$ cat src/rtl/design_slot_mux_if.sv
// ============================================================================
// design_slot_mux_if : Wishbone slave bus bundle for design_slot_mux
// Rev 1.0
// ============================================================================
`default_nettype none

interface design_slot_mux_if;
    logic        wbs_cyc_i;
    logic        wbs_stb_i;
    logic        wbs_we_i;
    logic [3:0]  wbs_sel_i;
    logic [31:0] wbs_adr_i;
    logic [31:0] wbs_dat_i;
    logic        wbs_ack_o;
    logic [31:0] wbs_dat_o;

    modport master (
        output wbs_cyc_i, wbs_stb_i, wbs_we_i, wbs_sel_i, wbs_adr_i, wbs_dat_i,
        input  wbs_ack_o, wbs_dat_o
    );

    modport slave (
        input  wbs_cyc_i, wbs_stb_i, wbs_we_i, wbs_sel_i, wbs_adr_i, wbs_dat_i,
        output wbs_ack_o, wbs_dat_o
    );
endinterface

`default_nettype wire

$ cat src/rtl/design_slot_mux.sv
// ============================================================================
// design_slot_mux : Wishbone-selected tenant pad mux with timed isolation window
// Optional macro SWITCH_IRQ_EN adds the sticky switch_irq output. Rev 1.0
// ============================================================================
`default_nettype none

module design_slot_mux #(
    parameter int          NUM_DESIGNS = 5,
    parameter int          IO_W        = 33,
    parameter int          RST_HOLD    = 16,
    parameter logic [31:0] BASE_ADDR   = 32'h3000_0000
) (
    input  logic                        wb_clk_i,
    input  logic                        wb_rst_i,
    design_slot_mux_if.slave            wb,
    input  logic [NUM_DESIGNS*IO_W-1:0] design_do,
    input  logic [NUM_DESIGNS*IO_W-1:0] design_oeb,
    output logic [NUM_DESIGNS-1:0]      design_rst_n,
    output logic [IO_W-1:0]             io_out,
    output logic [IO_W-1:0]             io_oeb,
    output logic [31:0]                 custom_settings
`ifdef SWITCH_IRQ_EN
    ,
    output logic                        switch_irq
`endif
);

    localparam int SEL_W = $clog2(NUM_DESIGNS + 1);
    localparam int CNT_W = $clog2(RST_HOLD);

    localparam logic [1:0] ST_NONE    = 2'd0;
    localparam logic [1:0] ST_ISOLATE = 2'd1;
    localparam logic [1:0] ST_RUN     = 2'd2;

    localparam logic [SEL_W-1:0] IDX_NONE = SEL_W'(NUM_DESIGNS);
    localparam logic [CNT_W-1:0] CNT_LOAD = CNT_W'(RST_HOLD - 1);

    logic [1:0]       state;
    logic [SEL_W-1:0] target;
    logic [SEL_W-1:0] active;
    logic [CNT_W-1:0] count;
    logic [31:0]      custom;
    logic             ack;
    logic [31:0]      rdat;
    logic             irq;

    logic             hit;
    logic             accept;
    logic             ctrl_wr;
    logic             cust_wr;
    logic [31:0]      status;
    logic [31:0]      rd_mux;
    logic             unused_adr;

    assign unused_adr = ^wb.wbs_adr_i[1:0];

    // A transaction is accepted only while ack is low, so ack can never repeat back to back.
    assign hit     = (wb.wbs_adr_i[31:4] == BASE_ADDR[31:4]);
    assign accept  = wb.wbs_cyc_i & wb.wbs_stb_i & hit & ~ack;
    assign ctrl_wr = accept & wb.wbs_we_i & (wb.wbs_adr_i[3:2] == 2'd0) & wb.wbs_sel_i[0];
    assign cust_wr = accept & wb.wbs_we_i & (wb.wbs_adr_i[3:2] == 2'd1);

`ifdef SWITCH_IRQ_EN
    assign switch_irq = irq;
`else
    assign irq = 1'b0;
`endif

    always_comb begin
        status              = '0;
        status[SEL_W-1:0]   = active;
        status[8]           = (state == ST_ISOLATE);
        status[9]           = irq;
        status[23:16]       = 8'(count);
    end

    always_comb begin
        case (wb.wbs_adr_i[3:2])
            2'd0:    rd_mux = 32'(target);
            2'd1:    rd_mux = custom;
            2'd2:    rd_mux = status;
            default: rd_mux = 32'd0;
        endcase
    end

    always_ff @(posedge wb_clk_i) begin
        if (wb_rst_i) begin
            state  <= ST_NONE;
            target <= IDX_NONE;
            active <= IDX_NONE;
            count  <= '0;
            custom <= 32'd0;
            ack    <= 1'b0;
            rdat   <= 32'd0;
`ifdef SWITCH_IRQ_EN
            irq    <= 1'b0;
`endif
        end else begin
            ack  <= accept;
            rdat <= accept ? rd_mux : 32'd0;

            if (cust_wr) begin
                for (int b = 0; b < 4; b++) begin
                    if (wb.wbs_sel_i[b]) custom[8*b +: 8] <= wb.wbs_dat_i[8*b +: 8];
                end
            end

            // Any CTRL write restarts the window, even mid-window or for the running slot.
            if (ctrl_wr) begin
                target <= wb.wbs_dat_i[SEL_W-1:0];
                state  <= ST_ISOLATE;
                count  <= CNT_LOAD;
                active <= IDX_NONE;
`ifdef SWITCH_IRQ_EN
                irq    <= 1'b0;
`endif
            end else if (state == ST_ISOLATE) begin
                if (count == '0) begin
                    if (target < IDX_NONE) begin
                        state  <= ST_RUN;
                        active <= target;
                    end else begin
                        state  <= ST_NONE;
                        active <= IDX_NONE;
                    end
`ifdef SWITCH_IRQ_EN
                    irq    <= 1'b1;
`endif
                end else begin
                    count <= count - 1'b1;
                end
            end
        end
    end

    // Reset release and pad hand-over share the same state/active registers, so they move together.
    always_comb begin
        io_out       = '0;
        io_oeb       = '1;
        design_rst_n = '0;
        for (int k = 0; k < NUM_DESIGNS; k++) begin
            if ((state == ST_RUN) && (active == SEL_W'(k))) begin
                io_out          = design_do[k*IO_W +: IO_W];
                io_oeb          = design_oeb[k*IO_W +: IO_W];
                design_rst_n[k] = 1'b1;
            end
        end
    end

    assign custom_settings = custom;
    assign wb.wbs_ack_o    = ack;
    assign wb.wbs_dat_o    = rdat;

endmodule

`default_nettype wire

$ cat src/flat_wrapper.sv
// flat-port wrapper written by rule: the top's interface ports become plain ports
module design_slot_mux_flat 
#(
    parameter int          NUM_DESIGNS = 5,
    parameter int          IO_W        = 33,
    parameter int          RST_HOLD    = 16,
    parameter logic [31:0] BASE_ADDR   = 32'h3000_0000
)
  (wb_clk_i, wb_rst_i, design_do, design_oeb, design_rst_n, io_out, io_oeb, custom_settings, wb_wbs_cyc_i, wb_wbs_stb_i, wb_wbs_we_i, wb_wbs_sel_i, wb_wbs_adr_i, wb_wbs_dat_i, wb_wbs_ack_o, wb_wbs_dat_o);
  design_slot_mux_if wb_i ();
  input  logic wb_clk_i;
  input  logic wb_rst_i;
  input  logic [NUM_DESIGNS*IO_W-1:0] design_do;
  input  logic [NUM_DESIGNS*IO_W-1:0] design_oeb;
  output logic [NUM_DESIGNS-1:0] design_rst_n;
  output logic [IO_W-1:0] io_out;
  output logic [IO_W-1:0] io_oeb;
  output logic [31:0] custom_settings;
  input wire logic [$bits(wb_i.wbs_cyc_i)-1:0] wb_wbs_cyc_i;
  input wire logic [$bits(wb_i.wbs_stb_i)-1:0] wb_wbs_stb_i;
  input wire logic [$bits(wb_i.wbs_we_i)-1:0] wb_wbs_we_i;
  input wire logic [$bits(wb_i.wbs_sel_i)-1:0] wb_wbs_sel_i;
  input wire logic [$bits(wb_i.wbs_adr_i)-1:0] wb_wbs_adr_i;
  input wire logic [$bits(wb_i.wbs_dat_i)-1:0] wb_wbs_dat_i;
  output wire logic [$bits(wb_i.wbs_ack_o)-1:0] wb_wbs_ack_o;
  output wire logic [$bits(wb_i.wbs_dat_o)-1:0] wb_wbs_dat_o;
  assign wb_i.wbs_cyc_i = wb_wbs_cyc_i;
  assign wb_i.wbs_stb_i = wb_wbs_stb_i;
  assign wb_i.wbs_we_i = wb_wbs_we_i;
  assign wb_i.wbs_sel_i = wb_wbs_sel_i;
  assign wb_i.wbs_adr_i = wb_wbs_adr_i;
  assign wb_i.wbs_dat_i = wb_wbs_dat_i;
  assign wb_wbs_ack_o = wb_i.wbs_ack_o;
  assign wb_wbs_dat_o = wb_i.wbs_dat_o;
  design_slot_mux #(.NUM_DESIGNS(NUM_DESIGNS), .IO_W(IO_W), .RST_HOLD(RST_HOLD), .BASE_ADDR(BASE_ADDR)) u_core (.wb_clk_i(wb_clk_i), .wb_rst_i(wb_rst_i), .wb(wb_i), .design_do(design_do), .design_oeb(design_oeb), .design_rst_n(design_rst_n), .io_out(io_out), .io_oeb(io_oeb), .custom_settings(custom_settings));
endmodule
$ cat config.mk
export PLATFORM = sky130hd
export DESIGN_NAME = design_slot_mux_flat
export DESIGN_NICKNAME = d
export VERILOG_FILES = /design/src/rtl/design_slot_mux_if.sv /design/src/rtl/design_slot_mux.sv /design/src/flat_wrapper.sv
export SDC_FILE = /design/constraint.sdc
export NUM_CORES = 1
export LEC_CHECK = 0
export ABC_AREA = 1
export CORE_AREA = 2 2 208 210
export CTS_CLUSTER_SIZE = 8
export DETAILED_ROUTE_END_ITERATION = 8
export DIE_AREA = 0 0 210 212
export GPL_TIMING_DRIVEN = 0
export PLACE_DENSITY_LB_ADDON = 0.25
export SYNTH_ARGS = -nofsm -noshare
export SYNTH_HDL_FRONTEND = slang
export SYNTH_SLANG_ARGS = --single-unit
$ cat constraint.sdc
create_clock -name wb_clk_i -period 2.3 [get_ports wb_clk_i]
set_clock_uncertainty 0.1 [all_clocks]
set_input_delay 0.46 -clock wb_clk_i [delete_from_list [all_inputs] [get_ports wb_clk_i]]
set_output_delay 0.46 -clock wb_clk_i [all_outputs]
set_load 0.01 [all_outputs]
; ---- After elaboration in Yosys (flattened, before gate mapping)
; Index checks and enable logic that the tools add are counted.
[op_classes]
bitwise = 9
n_mux = 24
eq_ne = 10
n_lt_le_gt_ge = 1
addsub = 1
reduce_logical = 19
[ops]
columns = operator, n
row1 = 33-bit 2-to-1 mux, 10
row2 = 32-bit one-hot mux with 3 select lines, 1
row3 = "28-bit by 26-bit == test with 1-bit output, second input constant", 1
row4 = 2-bit AND reduction, 7
row5 = 4-bit 2-to-1 mux, 3
row6 = 1-bit 2-to-1 mux, 8
row7 = 1-bit bitwise AND, 7
row8 = "3-bit by 2-bit == test with 1-bit output, second input constant", 2
row9 = 1-bit logical AND, 5
row10 = "2-bit by 1-bit == test with 1-bit output, second input constant", 2
row11 = "2-bit == test, second input constant", 2
row12 = 4-bit logical NOT, 1
row13 = 2-bit nonzero test, 2
row14 = 2-bit OR reduction, 2
row15 = "4-bit by 1-bit subtractor with 4-bit output, second input constant", 1
row16 = "3-bit by 1-bit == test with 1-bit output, second input constant", 1
row17 = "3-bit == test, second input constant", 1
row18 = 3-bit logical NOT, 1
row19 = "3-bit less-than comparator, second input constant", 1
row20 = 3-bit 2-to-1 mux, 1
row21 = 2-bit logical NOT, 1
row22 = 2-bit 2-to-1 mux, 1
row23 = "2-bit by 1-bit inequality test with 1-bit output, second input constant", 1
row24 = 1-bit NOT, 2
[totals]
out_inout_bits = 136
inputBits = 403
reg_bits = 77
elab_cells = 75

; ---- Depth between registers and ports, before layout
[logic_depth]
ltp_word = 8
depth_mapped = 11
ltp_nobuf = 10

; ---- Worst setup path before layout
; OpenSTA, ideal clock, no wires.
[synth_path]
path_kind = reg2out
startpoint = register u_core.state[1]
endpoint = output port io_oeb[21]
path_buffers = 2
arrival_ns = 1.308
setup_slack_ns = 0.432
required_ns = 1.740
stages_incl_launch_ff = 9
path_cell_list = dfxtp_1 > inv_1 > nor2_2 > nand3_1 > inv_1 > buf_4 > buf_2 > nand2_1 > nand2_1
[synth_between]
elab_chain_len = 7
word_cells_on_any_way = 11
classes_between = eq/ne (1) / mux (5) / reduce/logical (5)
[synth_lines]
columns = element, line
row1 = "start, declared", design_slot_mux.sv:38  ; logic [1:0] state;
row2 = "start signal, assigned", design_slot_mux.sv:88  ; state <= ST_NONE;
row3 = "start signal, assigned", design_slot_mux.sv:111  ; state <= ST_ISOLATE;
row4 = "start signal, assigned", design_slot_mux.sv:120  ; state <= ST_RUN;
row5 = 2-bit == test *, design_slot_mux.sv:142  ; if ((state == ST_RUN) && (active == SEL_W'(k))) begin
row6 = 1-bit logical AND, design_slot_mux.sv:142
row7 = 33-bit 2-to-1 mux (4 in series), design_slot_mux.sv:142
row8 = 33-bit 2-to-1 mux *, design_slot_mux.sv:142
row9 = "end, declared", flat_wrapper.sv:17  ; output logic [IO_W-1:0] io_oeb;
; Every way passes the cells marked *; elsewhere a longest branch is shown, timed or not.

; ---- Worst setup path in the final report
[layout_path]
startpoint = register u_core.state[1]
endpoint = output port io_oeb[6]
; The elaborated chain is that of the path after synthesis.

==> impl_summary.md <==
STA
At the pin with the least slew margin, the transition time is 0.577 ns. Measured against its own limit, the worst slew margin works out to about three fifths. The final worst-path setup slack is -0.299 ns. The share of the clock period used by the worst path is 113%. Setup repair after global routing could not meet its margin everywhere. The number of pins exceeding their max-slew limit in the final report is 0. The final count of hold timing violations is 0. Setup violations remaining at the end of the flow were counted as 67. The clock period minus worst slack is roughly 2.6 ns. The maximum clock frequency is approximately 380 MHz.

Clock tree
The H-tree was split into 3 levels. TritonCTS built the clock tree. Clock tree synthesis selected as its root buffer the cell clkbuf_16.

The worst-case clock buffer depth is 2. The total of hold buffers inserted after clock tree synthesis is 0. The clock latency at the later pin of the worst-skew pair is approximately 0.34 ns. The clock sink count is 77. The number of buffers created by CTS is 9.

The clock transition at the register clock pins on the worst setup and hold paths after CTS is 0.06 ns.

Drt
The detail route stage leaves a number of antenna-violating nets equal to 0. After the first detailed-routing iteration, the DRC count stood at 357. The number of remaining DRC errors is 0.

The total number of vias is ~8.5k. The first detailed-routing pass ran for 6 iterations. Dividing the detail-routed via count by the number of cells gives roughly 4.1. Wires add up to ~40000 um. The final routed wire length divided by cell count is slightly below 20 um.

Synth
A synthesized cell averages ~5.8 sq um. The top-area cell type share of the netlist area is approximately 28%. The gate count of the mapped netlist is between 900 and 1k. By area the synthesized netlist is led by nand2_1 (28%), dfxtp_1 (28%), nor2_1 (6.5%). The area of the mapped netlist is 5470 sq um. The cell type contributing the most total cell area after synthesis is nand2_1. The number of distinct library cells after synthesis is 30. The number of synthesis warnings is 0.

When the netlist entered floorplanning its net count stood at around 1.3k. The number of synthesized register bits is 77. Sequential cells were found to cover between 20% and 30% of the synthesized design area.

Status
The checks that failed: negative setup slack. The flow ran to the end, but the final reports show violations.

Die
In this run the count of I/O pins placed on the die edge is approximately 540. The die footprint is approximately 45000 sq um. The number of standard-cell rows in the floorplan is 76. Measured along the y axis, the die boundary spans 212 um. The region available for standard cell placement spans 42500 sq um. The die is 210 um wide.

The initial utilization of the core area, before any placement, comes to 12.9%.

Power and ir drop
Across the VDD grid, the largest voltage drop is around 0.34 mV. The overall power of the completed layout is 3670 uW. The leakage power of the design is between 0.005 and 0.006 uW. For this design the ratio of total power to cell area is 270 nW/um^2.

Placed design
The placed standard-cell area is 11500 sq um. The total half-perimeter wirelength after legalization and detailed placement is about 33000 um. Routability-driven placement finished with a final weighted congestion of ~0.85.

The count of buffers added on input and output ports is 536.

Worst setup path
The worst register-to-register path begins at u_core.wb.wbs_ack_o. STA classifies the critical path endpoint as an output pin. The worst-path maximum fanout is 5. The arrival time of the worst setup path is between 2 and 2.5 ns. The endpoint identified for the worst register-to-register timing path is u_core.custom_settings[19]. The critical path starts at u_core.state[1].

The register-to-register setup slack is ~0.56 ns. The kind of launch point of the worst setup path is a flop. By startpoint and endpoint, the worst setup path is classified as reg -> out. In this run the worst setup path terminates at io_oeb[6]. The worst path required time is 1.74 ns. The number of cells on the worst reg-to-reg path is 9.

Final layout
The layout overhead on the synthesized area is 148%. Cells with a size suffix above 1 make up around 23% of the layout. In the final layout, flip-flops and latches occupy 1550 sq um. The core occupancy in the finished layout is 31.9%. The post-layout instance area is 13600 sq um. Summing all multi-input logic gate instances after layout gives a little over 4000 sq um.

The number of nets in the finished design is about 1.9k. Counting the fill cells in the layout gives ~4.6k. The library cell used most frequently in the layout, excluding fill and tap cells, is clkdlybuf4s50_1. In the layout the commonest cells are clkdlybuf4s50_1 (465), nand2_1 (364), nor2_1 (92).

Min path
In this run the worst hold path is classified as reg -> reg.

Global route
Global routing consumed, on the met2 layer, between 30% and 40% of the routing resources. The first global-routing pass estimated ~56000 um of wire. The met3 track demand over resource is 6.12%. The via count of the first global-routing pass is between 8k and 9k. The total global-route track usage is between 10% and 20%. The initial antenna violation count is 6. The met1 usage in global routing is 18.1%. Entering global routing, the biggest net connects 15 pins.

After global routing, the most crowded layer is met2. The total congestion overflow after global routing is 0.

Job
Max-cap violations in this run came to 0.
-- sequential cells by signal (all words and copies together), names as in the netlist --
register	flops
u_core.active	3
u_core.target	3
u_core.count	4
u_core.custom_settings	32
u_core.wb.wbs_dat_o	32
u_core.wb.wbs_ack_o	1
u_core.state	2
-- synthesized netlist by cell type (all sizes together) --
master	instances
a31oi	1
xor2	2
o21ai	48
clkbuf	23
o221ai	30
nor3b	2
buf	27
nand4	6
nor3	24
clkinv	4
nand2	417
inv	86
a21oi	42
dfxtp	77
o22ai	7
nand3	46
nor2	99
ha	2
-- final cells by class --
type | instances | area share [%]
Antenna cell | 2 | 0.0369
Buffer | 48 | 4.58
Tap cell | 546 | 5.04
Multi-Input combinational cell | 727 | 30.2
Clock buffer | 9 | 1.66
Inverter | 90 | 2.82
Timing Repair Buffer | 575 | 43.4
Sequential cell | 77 | 11.4
Clock inverter | 7 | 0.738
-- cell families after synthesis --
group | share of synthesized area [%]
AND/OR/NAND/NOR | 45.5
XOR/XNOR | 0.321
AO/OA/AOI/OAI | 14.0
flip-flops | 28.2
adder cells (fa/ha/maj) | 0.458
buffers and inverters | 11.5
-- metal layers --
layer / vias up / part of all wire, %
li1: 4169 / -
met4: 8 / 4.0
met5: - / 0.14
met1: 3883 / 37
met3: 58 / 8.9
met2: 350 / 50
-- worst max-delay path, cell delays in order, from the launching register on --
cell	delay, ns
dfxtp_2	0.32
inv_2	0.04
nor2_4	0.15
nand2_2	0.09
nor2_4	0.16
buf_6	0.17
nand2_8	0.12
clkbuf_16	0.20
o21ai_2	0.11
inv_1	0.06
nand2_1	0.07
nand2_2	0.08
buf_6	0.14
-- how the worst min path moves through the flow --
stage,cells after the start,to,startpoint
global placement,2,u_core.wb.wbs_dat_o[28],u_core.custom_settings[28]
CTS,2,u_core.wb.wbs_dat_o[31],u_core.custom_settings[31]
floorplan,2,u_core.wb.wbs_dat_o[16],u_core.count[0]
global route,2,u_core.wb.wbs_dat_o[31],u_core.custom_settings[31]
finish,2,u_core.wb.wbs_dat_o[31],u_core.custom_settings[31]
detailed placement,2,u_core.wb.wbs_dat_o[31],u_core.custom_settings[31]
-- stage by stage --
| step | hold slack [ns] | setup TNS [ns] | setup WS [ns] | cells |
|---|---|---|---|---|
| finish | 0.364 | -12.91 | -0.299 | 2081 |
| global route | 0.380 | -20.86 | -0.419 | 2081 |
| CTS | 0.363 | -17.86 | -0.353 | 2071 |
| detailed placement | 0.353 | -65.82 | -1.06 | 2025 |
| global placement | 0.347 | -65.35 | -1.05 | 2025 |
| floorplan | 0.339 | 0 | 0.432 | 943 |
-- repair_timing --
item                       4_1_cts  5_1_grt
pin swaps                       32       34
buffers inserted                22        5
gates cloned                     9        5
setup endpoints to repair       71       70
resized for setup              625       99
-- report_power, final --
group	switching (uW)	internal, uW	leakage, uW
clock	577	955	0.000160
sequential	0.000000134	1330	0.000621
combinational	193	609	0.00496
No activity file was read; power rests on OpenSTA's default activity.
